==> config.mk <==
export PLATFORM = sky130hd
export DESIGN_NAME = uart_receiver
export DESIGN_NICKNAME = d
export VERILOG_FILES = /design/src/rtl/uart_pkg.sv /design/src/rtl/uart_parity_calc.sv /design/src/rtl/uart_receiver.sv
export SDC_FILE = /design/constraint.sdc
export NUM_CORES = 1
export LEC_CHECK = 0
export ABC_AREA = 1
export CORE_UTILIZATION = 30
export DETAILED_ROUTE_END_ITERATION = 10
export GPL_ROUTABILITY_DRIVEN = 0
export SLEW_MARGIN = 20
export SYNTH_ARGS = -nofsm -noshare
export SYNTH_HDL_FRONTEND = slang
export SYNTH_SLANG_ARGS = --single-unit
==> constraint.sdc <==
create_clock -name clk -period 2.4 [get_ports clk]
set_input_delay 0.36 -clock clk [delete_from_list [all_inputs] [get_ports clk]]
set_output_delay 0.36 -clock clk [all_outputs]
set_load 0.005 [all_outputs]
==> src/rtl/uart_pkg.sv <==
`default_nettype none
// ============================================================================
// Module      : uart_pkg
// Description : Shared UART definitions for the transmit and receive stages.
//               Holds the parity mode encoding, the data-bit count offset
//               and the receive state machine encoding.
// Revision    : 1.0 - initial release
// ============================================================================
package uart_pkg;

   // Parity mode encoding, as carried on the parityMode configuration input
   localparam logic [1:0] PARITY_SPACE = 2'b00;
   localparam logic [1:0] PARITY_ODD   = 2'b01;
   localparam logic [1:0] PARITY_EVEN  = 2'b10;
   localparam logic [1:0] PARITY_MARK  = 2'b11;

   // Number of data bits in a frame is dataBits + DATA_BIT_OFFSET
   localparam logic [2:0] DATA_BIT_OFFSET = 3'd5;

   // Receive state encoding
   localparam logic [2:0] RX_IDLE   = 3'd0;
   localparam logic [2:0] RX_START  = 3'd1;
   localparam logic [2:0] RX_DATA   = 3'd2;
   localparam logic [2:0] RX_PARITY = 3'd3;
   localparam logic [2:0] RX_STOP   = 3'd4;

endpackage
`default_nettype wire

==> src/rtl/uart_parity_calc.sv <==
`default_nettype none
// ============================================================================
// Module      : uart_parity_calc
// Description : Combinational expected-parity computation for a UART frame.
//               Only the low dataBits+5 bits of data take part in the XOR.
// Ports       : data       in  8  data word, LSB-aligned
//               dataBits   in  2  data bit count = dataBits + 5
//               parityMode in  2  00 space, 11 mark, 10 even, 01 odd
//               parity     out 1  expected parity bit value
// Revision    : 1.0 - initial release
// ============================================================================
module uart_parity_calc
   import uart_pkg::*;
(
   input  logic [7:0] data,
   input  logic [1:0] dataBits,
   input  logic [1:0] parityMode,
   output logic       parity
);

   logic [7:0] w_mask;
   logic       w_xor;

   always_comb begin
      // dataBits=3 keeps all 8 bits, dataBits=0 keeps the low 5
      w_mask = 8'hFF >> (2'd3 - dataBits);
      w_xor  = ^(data & w_mask);
      parity = 1'b0;
      case (parityMode)
         PARITY_SPACE: parity = 1'b0;
         PARITY_MARK:  parity = 1'b1;
         PARITY_EVEN:  parity = w_xor;
         PARITY_ODD:   parity = ~w_xor;
         default:      parity = 1'b0;
      endcase
   end

endmodule
`default_nettype wire

==> src/rtl/uart_receiver.sv <==
`default_nettype none
// ============================================================================
// Module      : uart_receiver
// Description : Serial-to-parallel UART receive stage. Decodes 5..8 data bits
//               with optional parity and one or two stop bits, presenting each
//               word on a valid/ready interface with per-word error flags.
// Ports       : clk, rst (async, active-high)
//               rx                    serial line, idle high
//               dataBits, hasParity, parityMode, extraStopBit, clockDivisor
//                                     frame configuration, latched per frame
//               data, valid, ready    received word handshake
//               parityError, frameError, overrun   per-word status
// Revision    : 1.0 - initial release
// ============================================================================
module uart_receiver
   import uart_pkg::*;
#(
   parameter int CLOCK_DIVISOR_WIDTH = 24
) (
   input  logic                           clk,
   input  logic                           rst,
   input  logic                           rx,
   input  logic [1:0]                     dataBits,
   input  logic                           hasParity,
   input  logic [1:0]                     parityMode,
   input  logic                           extraStopBit,
   input  logic [CLOCK_DIVISOR_WIDTH-1:0] clockDivisor,
   output logic [7:0]                     data,
   output logic                           valid,
   input  logic                           ready,
   output logic                           parityError,
   output logic                           frameError,
   output logic                           overrun
);

   localparam logic [CLOCK_DIVISOR_WIDTH:0] c_cntOne = {{CLOCK_DIVISOR_WIDTH{1'b0}}, 1'b1};

   // Synchronizer and edge detection
   logic r_rxMeta;
   logic r_rxs;
   logic r_rxPrev;

   // Frame state
   logic [2:0]                     r_state;
   logic [CLOCK_DIVISOR_WIDTH:0]   r_cnt;
   logic [2:0]                     r_bitCnt;
   logic                           r_stopCnt;
   logic [7:0]                     r_shift;
   logic                           r_parSample;
   logic                           r_frameErr;

   // Configuration latched at the start edge
   logic [1:0]                     r_dataBits;
   logic                           r_hasParity;
   logic [1:0]                     r_parityMode;
   logic                           r_extraStop;
   logic [CLOCK_DIVISOR_WIDTH-1:0] r_div;

   logic                           w_fall;
   logic                           w_tick;
   logic [CLOCK_DIVISOR_WIDTH:0]   w_period;
   logic [2:0]                     w_lastBit;
   logic [7:0]                     w_word;
   logic                           w_expParity;
   logic                           w_parityErr;
   logic                           w_frameErr;
   logic                           w_lastStop;
   logic                           w_deliver;

   always_ff @(posedge clk or posedge rst) begin
      if (rst) begin
         r_rxMeta <= 1'b1;
         r_rxs    <= 1'b1;
         r_rxPrev <= 1'b1;
      end else begin
         r_rxMeta <= rx;
         r_rxs    <= r_rxMeta;
         r_rxPrev <= r_rxs;
      end
   end

   always_comb begin
      w_fall      = r_rxPrev & ~r_rxs;
      w_tick      = (r_cnt == '0);
      // Full bit period minus one: 2H-1 = 2*clockDivisor+1
      w_period    = {r_div, 1'b1};
      w_lastBit   = {1'b0, r_dataBits} + DATA_BIT_OFFSET - 3'd1;
      // LSB-first samples enter at the top; right-align the n received bits
      w_word      = r_shift >> (2'd3 - r_dataBits);
      w_parityErr = r_hasParity & (r_parSample != w_expParity);
      w_frameErr  = r_frameErr | ~r_rxs;
      w_lastStop  = (r_stopCnt == r_extraStop);
      w_deliver   = (r_state == RX_STOP) & w_tick & w_lastStop;
   end

   uart_parity_calc u_parity (
      .data       (w_word),
      .dataBits   (r_dataBits),
      .parityMode (r_parityMode),
      .parity     (w_expParity)
   );

   always_ff @(posedge clk or posedge rst) begin
      if (rst) begin
         r_state      <= RX_IDLE;
         r_cnt        <= '0;
         r_bitCnt     <= 3'd0;
         r_stopCnt    <= 1'b0;
         r_shift      <= 8'd0;
         r_parSample  <= 1'b0;
         r_frameErr   <= 1'b0;
         r_dataBits   <= 2'd0;
         r_hasParity  <= 1'b0;
         r_parityMode <= 2'd0;
         r_extraStop  <= 1'b0;
         r_div        <= '0;
      end else if (r_state == RX_IDLE) begin
         if (w_fall) begin
            r_dataBits   <= dataBits;
            r_hasParity  <= hasParity;
            r_parityMode <= parityMode;
            r_extraStop  <= extraStopBit;
            r_div        <= clockDivisor;
            // First sample lands H cycles after the edge: count H-1 down to 0
            r_cnt        <= {1'b0, clockDivisor};
            r_bitCnt     <= 3'd0;
            r_shift      <= 8'd0;
            r_state      <= RX_START;
         end
      end else if (!w_tick) begin
         r_cnt <= r_cnt - c_cntOne;
      end else begin
         r_cnt <= w_period;
         case (r_state)
            RX_START: begin
               // A line back high at mid-start-bit was only a glitch
               r_state <= r_rxs ? RX_IDLE : RX_DATA;
            end
            RX_DATA: begin
               r_shift  <= {r_rxs, r_shift[7:1]};
               r_bitCnt <= r_bitCnt + 3'd1;
               if (r_bitCnt == w_lastBit) begin
                  r_stopCnt  <= 1'b0;
                  r_frameErr <= 1'b0;
                  r_state    <= r_hasParity ? RX_PARITY : RX_STOP;
               end
            end
            RX_PARITY: begin
               r_parSample <= r_rxs;
               r_state     <= RX_STOP;
            end
            RX_STOP: begin
               r_frameErr <= w_frameErr;
               r_stopCnt  <= 1'b1;
               // Re-arm at mid-stop-bit so the next start edge is not missed
               if (w_lastStop) begin
                  r_state <= RX_IDLE;
               end
            end
            default: r_state <= RX_IDLE;
         endcase
      end
   end

   always_ff @(posedge clk or posedge rst) begin
      if (rst) begin
         data        <= 8'd0;
         valid       <= 1'b0;
         parityError <= 1'b0;
         frameError  <= 1'b0;
         overrun     <= 1'b0;
      end else if (w_deliver && (!valid || ready)) begin
         data        <= w_word;
         valid       <= 1'b1;
         parityError <= w_parityErr;
         frameError  <= w_frameErr;
         overrun     <= 1'b0;
      end else if (w_deliver) begin
         // Held word is kept; the new frame is dropped
         overrun     <= 1'b1;
      end else if (valid && ready) begin
         valid       <= 1'b0;
         parityError <= 1'b0;
         frameError  <= 1'b0;
         overrun     <= 1'b0;
      end
   end

endmodule
`default_nettype wire
After elaboration in Yosys (flattened, before gate mapping). Cells that the tools add are included.

Register bits after elaboration: 87. Logic and storage cells: 100. Input port bits: 34.

Bitwise gates (word level): 9. Eq/ne operators: 15. Shift-type cells: 2. $add $sub $neg: 5. Multiplexer cells: 30. Reductions and logical operators: 19.

Operators with widths (count): $mux 25 (3); $mux 8 (4); $mux 3 (10); $logic_not 25->1 (1); $sub 25x1->25 const B (1); $pmux 3 s4 (1); $and 8x8->8 (1); $mux 1 (8); $reduce_and 4->1 (2); $reduce_bool 2->1 (4); $reduce_xor 8->1 (1); $shr 8x2->8 (1); $shr 8x2->8 const A (1); $eq 3x2->1 const B (2); $reduce_and 3->1 (2); $and 1x1->1 (4); $eq 2x2->1 const B (2); $ne 2x2->1 const B (2); $pmux 1 s2 (2); $pmux 1 s4 (1); $reduce_and 2->1 (2); $add 2x3->3 const B (1); $add 3x1->3 const B (1); $eq 3x1->1 const B (1); other kinds (19) (22).

Depth between registers and ports, before layout. Gate-level depths: netlist of the first run.

Word-level depth: 9. Gate-level depth with buffers: 16. Depth with buffers taken out: 15.

By module. Synthesis of the first run repeated with hierarchy kept, for this count alone.

Cell total of the unflattened synthesis: 669. Area total of the unflattened synthesis: 4790.8 µm².

By module, submodules not included: uart_receiver (instances 1, cells an instance 638, area each 4645.7 µm²); uart_parity_calc (instances 1, cells an instance 31, area each 145.1 µm²).

Least setup slack after synthesis of the first run. OpenSTA, ideal clock, no wires.

Path type: flip-flop to flip-flop. Start point: register r_cnt[0]. End point: register r_shift[0]. Cell stages (with the launch flop): 13. Path slack: 0.565 ns. Required time: 2.273 ns. Library setup time: 0.127 ns. Arrival time: 1.708 ns. Path buffers: 1. Cells stage by stage: dfrtp_1 -> inv_1 -> ha_1 -> nand2_2 -> nor2_4 -> nand2_4 -> nor2_2 -> nand2_2 -> nand2_4 -> nand2_2 -> nor3_4 -> buf_4 -> o22ai_1.

Word-level cells in the longest chain between the ends: 3.

Ends and longest elaborated chain: from (decl) (line uart_receiver.sv:45) `logic [CLOCK_DIVISOR_WIDTH:0] r_cnt;`; from (signal assigned) (line uart_receiver.sv:125) `r_cnt <= {1'b0, clockDivisor};`; from (signal assigned) (line uart_receiver.sv:131) `r_cnt <= r_cnt - c_cntOne;`; from (signal assigned) (line uart_receiver.sv:133) `r_cnt <= w_period;`; $logic_not 25->1 (line uart_receiver.sv:84) `w_tick = (r_cnt == '0);`; $reduce_bool 2->1 (no source line); $reduce_and 3->1 (no source line); to (signal assigned) (line uart_receiver.sv:140) `r_shift <= {r_rxs, r_shift[7:1]};`; to (decl) (line uart_receiver.sv:48) `logic [7:0] r_shift;`.

No other way between the ends. A chain may end at the register's enable or synchronous reset.

Final worst setup path of the first run.
Start point: register r_cnt[0]. End point: register r_cnt[16].

Word-level cells in the longest chain between the ends: 3. Elaborated cells between the ends (all ways): 4.

Ends and longest elaborated chain: $sub 25x1->25 or $logic_not 25->1 (tied branches) (line uart_receiver.sv:131, uart_receiver.sv:84); $mux 25 (*) (line uart_receiver.sv:130) `end else if (!w_tick) begin`; $mux 25 (*) (line uart_receiver.sv:117) `end else if (r_state == RX_IDLE) begin`.

Mark *: on every way between the ends. The rest lies on a longest branch, timed or not.

==> results of run 1 <==
stage by stage:
step           worst slack (ns)  instances  instance area [µm²]  total power [µW]  util [%]
6_report                 0.2432        917                 5887              7081     38.16
5_1_grt                 0.05033        917                 5887              7721     38.16
4_1_cts                  0.2500        917                 5887              7122     38.16
3_5_place_dp             0.2780        901                 5555              5535     36.01
3_3_place_gp             0.3341        901                 5555              5500     36.01
2_1_floorplan            0.5652        656                 4826              4749         -
sequential cells by signal (all words and copies together) (netlist names), 2 cells and up:
signal	cells
r_state	3
r_parityMode	2
r_dataBits	2
r_div	24
data	8
r_bitCnt	3
r_cnt	25
r_shift	8
layout by cell type, fill, tap and decap left out, types with 7 or more instances in the layout:
master           instances
nor2_1                  53
xor2_1                  16
o21ai_0                 50
o22ai_1                 12
dfrtp_1                 84
clkdlybuf4s50_1         45
clkbuf_16                9
a31oi_1                 16
nand3_1                 46
nand2_1                226
a21oi_1                 12
buf_4                    9
inv_1                   61
nor3_1                   7
worst register-to-register path: stages (launching register included):
cell	delay [ns]
dfrtp_1	0.37
inv_1	0.10
ha_1	0.21
nand2_2	0.10
nor2_4	0.13
nand2_4	0.10
nor2_4	0.12
nand3_2	0.09
nor2_2	0.10
nand2_2	0.07
nor2_4	0.38
nand2_1	0.12
a22oi_1	0.17
logic make-up after synthesis:
group | share of synthesized area, %
simple gates | 31.03
compound gates | 12.27
buf+inv | 7.680
flops | 45.23
xor+xnor | 3.269
fa+ha+maj | 0.5189
metal layers:
metal,vias to the layer above,track usage (%),wire length [µm]
li1,2206,-,-
met1,1986,23.06,6150
met2,102,24.55,5295
met3,14,2.994,598
met4,0,5.744,175
met5,-,0,0
how the worst max path moves through the flow:
| stage | from | end | slack [ns] | cells after the start |
|---|---|---|---|---|
| floorplan | r_cnt[0] | r_shift[0] | 0.57 | 12 |
| global placement | r_cnt[0] | r_cnt[12] | 0.33 | 14 |
| detailed placement | r_cnt[0] | r_cnt[18] | 0.28 | 12 |
| CTS | r_cnt[0] | r_cnt[16] | 0.25 | 12 |
| global route | r_cnt[0] | r_cnt[4] | 0.05 | 12 |
| finish | r_cnt[0] | r_cnt[16] | 0.24 | 12 |
cell type report:
class                      count  share of cell area [%]
timing repair buffer          57                   9.819
sequential                    87                   37.05
clock buffer                  11                   4.293
inverter                      68                   4.400
clock inverter                 5                   1.339
tap                          211                   4.485
multi-input combinational    478                   38.62
report_power, final:
group	internal, µW	switching [µW]	total [µW]
clock network	969	589	1560
registers	2000	423	2430
logic	1090	2000	3100
==> key figures, run 1 <==
Outcome
  – Status: finished, final reports clean

Yosys
  – Asr flop ratio synth: 100.0%
  – Synth top cells by count: 226 x nand2_1, 84 x dfrtp_1, 62 x inv_1
  – Post-synth top area share: between 40% and 50%
  – Synth top area cells: dfrtp_1 44%, nand2_1 18%, o21ai_0 5.2%, inv_1 4.8%, nand3_1 4.8%
  – Post-synth cell types: 37
  – Synthesized flop and latch total: 87
  – Post-Synthesis Cells: between 600 and 700
  – Seq/Total Area, Yosys: roughly 45%
  – Synth Net Count: just under 700
  – Post-Syn Area per Cell: ~7.4 µm²
  – Cell taking the most area after synthesis: dfrtp_1
  – Number of synthesized flops with an enable pin: 0
  – Count leader, synth: nand2_1
  – Synth Cell Area: 4822 µm²
  – Ys Warns: 0
  – Primary FF master, synth: dfrtp_1

Worst setup path
  – Critical Path Fanout Max: 17
  – RR Startpoint: r_cnt[0]
  – Critical path data required time: 2.66 ns
  – CP arrival: ~2.4 ns
  – Flop-to-flop setup slack: between 0.2 and 0.25 ns
  – Reg-to-reg endpoint: r_cnt[16]
  – Critical path class: flip-flop to flip-flop
  – Most frequent CP cell: nor2_4
  – Crit path cell chain: inv_1 > ha_1 > nand2_2 > nor2_4 > nand2_4 > nor2_4 > nand3_2 > nor2_2 > nand2_2 > nor2_4 > nand2_1 > a22oi_1
  – CP max-delay cell: nor2_4
  – Crit-path max cell delay: 0.38 ns
  – CP Buf/Inv Count: 1
  – Largest delay share family, worst path: simple AND/OR/NAND/NOR gates
  – CP Capture Type: flip-flop
  – Critical path launch point type: flip-flop
  – R2R depth: 12

Power
  – Cell Pwr Density: 1203 nW/µm²
  – Max VDD drop: approximately 420 µV
  – Static Leak: around 0.0028 µW

Clocking
  – Setup Buffers After CTS: 0
  – Clock Latency Late Sink: 0.35 ns
  – CTS clk-pin slew, worst paths: 0.07 ns
  – Hold Buf Count CTS: 0
  – Total CTS buffers: 9
  – Clk Tree Root Cell: clkbuf_16
  – CTS Buffer Depth: 2
  – Num Clock Sinks: 87
  – H-tree depth: 3
  – CTS tree: yes
  – Post-CTS Resized: 0

Timing
  – Slew Limit Fails: 0
  – Fin Setup TNS: 0 ns
  – RSZ-0062 raised after global routing: no
  – Fin. Hold Viols: 0
  – Worst slew pin tran: approximately 0.61 ns
  – Hold_ws: 0.3553 ns
  – Slew margin rel.: between 50% and 60%
  – Clock skew: about 0.0087 ns
  – Final min period: roughly 2.2 ns
  – Final setup viols: 0
  – Crit share post-route: 89.87%
  – Top achievable clock speed: between 400 and 500 MHz

Route
  – Final ANT Viol Nets: 0
  – Via density: around 4.7
  – DRC: 0
  – Final WL: between 10 and 15 mm
  – Wire per inst: 13.32 µm
  – Routed via count: approximately 4300
  – TritonRoute pass-1 iters: 4
  – Drt first-iter violations: ~340

Hold path
  – Hold path startpoint: r_rxMeta
  – Hold Crit Depth: 0
  – Hold Path Sink: r_rxs
  – Hold crit path type: flip-flop to flip-flop

Floorplan
  – Die Area: ~17000 µm²
  – Boundary pin count: between 40 and 50
  – Die Width: roughly 130 µm
  – Core Box Area: about 15000 µm²
  – Die Height: 128.8 µm
  – Initial Util: 31.26%
  – Core Rows: 45

Placed design
  – DP HPWL: roughly 8.7 mm
  – # port buffers: 45

Cells and area
  – Layout cells sized above 1: under 10%
  – Filler cell count: 1620
  – Nets: 737
  – ANT cells: 0
  – Register area: roughly 2200 µm²
  – Area of the multi-input gates: approximately 2300 µm²
  – Area Overhead vs Synth: 22.08%

Run
  – Max-cap viol count: 0

GRT
  – Number of global-route vias before repair: approximately 4200
  – Pin count of the biggest net entering global routing: 32
  – Total track usage: between 15 and 20%
  – First-pass GRT wire length: 21.05 mm
  – Antenna violations before repair: 0
  – Grt ovf: 0
Note: power is estimated with default switching activity, not from simulation.
==> run 2, diff against run 1 <==
--- a/config.mk
+++ b/config.mk
@@ -6,6 +6,7 @@
 export NUM_CORES = 1
 export LEC_CHECK = 0
 export ABC_AREA = 1
+export CORE_ASPECT_RATIO = 0.6
 export CORE_UTILIZATION = 30
 export DETAILED_ROUTE_END_ITERATION = 10
 export GPL_ROUTABILITY_DRIVEN = 0
==> constraint.sdc (replaced) <==
create_clock -name clk -period 2 [get_ports clk]
set_input_delay 0.3 -clock clk [delete_from_list [all_inputs] [get_ports clk]]
set_output_delay 0.3 -clock clk [all_outputs]
set_load 0.005 [all_outputs]
==> run 2 against run 1 <==
The flow now finishes with violations (DRC, setup timing); clock power increased by 3%; total power is 29% higher; sequential power is 17% higher; critical path depth grew 3; worst setup slack got worse by 0.28 ns; via count up 5.0%; register-to-register slack got worse by 0.28 ns; combinational power is 52% higher; non-clock buffer count up 50; design area rose by 8.6%; die area up 0.10%; highest routed layer unchanged.
==> key figures, run 2 (same netlist as run 1, synthesis figures left out) <==
Power
  – Clock share of power: 17.6% (-4.4 points)
  – Combinational fraction of design power: 51.4% (+7.7 points)
  – Power, Total: 9165 µW (+29%)
  – Switching share of power: 43.67% (+1.1 points)
  – Max VDD drop: 674.5 µV (+60%)
  – Internal: 5162 µW (+27%)
  – Cell Pwr Density: 1434 nW/µm² (+19%)
  – NetSw: 4003 µW (+33%)
  – Static Leak: 0.002992 µW (+8.8%)
  – Flop pwr share: 31.0% (-3.2 points)

Route
  – DRC: 6 (+6)
  – Drt first-iter violations: 463 (+38%)
  – Wire per inst: 14.50 µm (+8.8%)
  – Via density: 4.717 (+0.41%)
  – Final WL: 13.90 mm (+14%)
  – TritonRoute pass-1 iters: 8 (+4)
  – WL met3: 961 µm (+61%)
  – Final ANT Viol Nets: 0 (unchanged)
  – Met2 wire len: 4.841 mm (-8.6%)
  – Routed via count: 4524 (+5.0%)
  – Met1 WL: 7.995 mm (+30%)
  – Top Metal Used: met4

Run
  – Max-cap viol count: 0 (unchanged)

Timing
  – Hold_ws: 0.3172 ns (-0.03803 ns)
  – RSZ-0062 raised after global routing: yes
  – Worst slew pin tran: 0.4209 ns (-0.1926 ns)
  – Slew Limit Fails: 0 (unchanged)
  – Clock skew: 0.008986 ns (+0.0002576 ns)
  – Crit share post-route: 101.7% (+12 points)
  – Slew margin rel.: 71.88% (+13 points)
  – Fin. Hold Viols: 0 (unchanged)
  – Final min period: 2.033 ns (-0.1233 ns)
  – Final setup viols: 10 (+10)
  – Top achievable clock speed: 491.8 MHz (+6.1%)
  – Final WS setup: -0.03349 ns (-0.2767 ns)

GRT
  – First-pass GRT wire length: 22.59 mm (+7.3%)
  – Pin count of the biggest net entering global routing: 38 (+19%)
  – Grt ovf: 0 (unchanged)
  – Total track usage: 17.31% (+1.1 points)
  – Antenna violations before repair: 0 (unchanged)
  – Number of global-route vias before repair: 4216 (-0.28%)

Placed design
  – Pre-CTS WS: 0.02713 ns (-0.2509 ns)
  – # port buffers: 45 (unchanged)
  – DP HPWL: 10.11 mm (+16%)

Cells and area
  – Util after Layout: 41.23% (+3.1 points)
  – ANT cells: 0 (unchanged)
  – Max FFs per register: 25 (unchanged)
  – Commonest non-fill, non-tap cells in the layout: 219 x nand2_1, 83 x dfrtp_1, 57 x inv_1
  – Register area: 2182 µm² (about the same)
  – Nets: 788 (+6.9%)
  – Filler cell count: 1595 (-1.5%)
  – Leading cell type in the layout, fill and taps excluded: nand2_1
  – Area of the multi-input gates: 2405 µm² (+5.8%)
  – Biggest regs: r_cnt x25, r_div x24
  – Area Overhead vs Synth: 32.56%
  – Layout cells sized above 1: 17.86% (+9.5 points)
  – Largest Register: r_cnt

Worst setup path
  – Critical path launch point type: flip-flop
  – CP Capture Type: flip-flop
  – CP max-delay cell: dfrtp_1
  – Most frequent CP cell: nand2_4
  – Crit path cell chain: inv_2 > ha_4 > nand2_4 > nor2_4 > nand2_4 > buf_4 > nor2_4 > nand2_4 > nand2_4 > nand2_4 > nor3_4 > buf_6 > nand3_1 > nand2_1 > a21oi_1
  – RR Startpoint: r_cnt[1]
  – Crit-path max cell delay: 0.39 ns (about the same)
  – Critical path startpoint: r_cnt[1]
  – Critical Path Fanout Max: 5 (-12)
  – CP arrival: 2.26 ns (-0.16 ns)
  – Critical path class: flip-flop to flip-flop
  – Critical path data required time: 2.22 ns (-0.44 ns)

Clocking
  – CTS Buffer Depth: 2 (unchanged)
  – Total CTS buffers: 9 (unchanged)
  – CTS clk-pin slew, worst paths: 0.07 ns (about the same)
  – H-tree depth: 3 (unchanged)
  – Hold Buf Count CTS: 0 (unchanged)
  – Num Clock Sinks: 87 (unchanged)
  – Clock Latency Late Sink: 0.34 ns (about the same)
  – CTS tree: yes
  – Clk Tree Root Cell: clkbuf_16

Floorplan
  – Die Width: 165.7 µm (+29%)
  – Core Rows: 35 (-22%)
  – Die Height: 100.2 µm (-22%)
  – Die Area: 16600 µm² (+0.10%)
  – Initial Util: 31.11% (-0.15 points)
  – Boundary pin count: 46 (unchanged)
  – Core Box Area: 15500 µm² (+0.49%)

Outcome
  – Status: finished, violations left
  – Failing checks: DRC, setup timing

Hold path
  – Hold crit path type: input port to asynchronous set/reset pin
[run 2: cell count changes in the layout (fill, tap and decap cells not counted), moves of 6 or more]
cell,previous run,this run
buf_4,9,49
buf_6,0,10
clkinvlp_4,1,7
nand2_1,226,219
[run 2: metal layers]
layer / up-vias / global-route usage [%]
met4: 0 / 3.882
met1: 2088 / 28.76
li1: 2301 / -
met5: - / 0
met3: 9 / 4.180
met2: 126 / 21.15
[run 2: critical path, delay by kind of cell, from the launching register on]
kind | cells | cell delay (ns)
flip-flops | 1 | 0.39
AO/OA/AOI/OAI | 1 | 0.04
adder cells (fa/ha/maj) | 1 | 0.15
AND/OR/NAND/NOR | 10 | 0.97
buffers and inverters | 3 | 0.38
[run 2: area by class of cell]
type,instances,area share (%)
clock buffer,11,3.954
clock inverter,4,0.4893
inverter,68,4.208
multi-input combinational,478,37.62
sequential,87,34.14
tap,203,3.973
timing repair buffer,107,15.50
timing repair inverter,1,0.1174
[run 2: final timing paths]
check | endpoint | slack [ns] | depth (start not counted)
min | parityError | 0.32 | 2
max reg2reg | r_bitCnt[2] | -0.03 | 15
min in group clk | r_rxs | 0.36 | 0
min reg2reg | r_rxs | 0.36 | 0
max | r_bitCnt[2] | -0.03 | 15
max in group asynchronous | r_rxMeta | 1.08 | 3
[run 2: per-stage QoR]
stage	TNS, ns	area, µm²	instances
2_1_floorplan	0	4826	656
3_3_place_gp	0	5838	932
3_5_place_dp	0	5838	932
4_1_cts	0	6122	947
5_1_grt	-4.384	6392	959
6_report	-0.1103	6392	959
[run 2: power by group through the flow]
stage | logic (µW) | registers (µW) | clock network [µW]
after floorplan | 2920 | 2780 | 0
after global placement | 4320 | 2810 | 0
after detailed placement | 4340 | 2820 | 0
after CTS | 4360 | 2800 | 1640
after global routing | 5320 | 2930 | 1720
final | 4720 | 2840 | 1610
[run 2: repair_timing]
item | in CTS | in global routing
endpoints found under the setup margin | 0 | 47
setup buffers | 0 | 11
gates resized for setup | 0 | 50
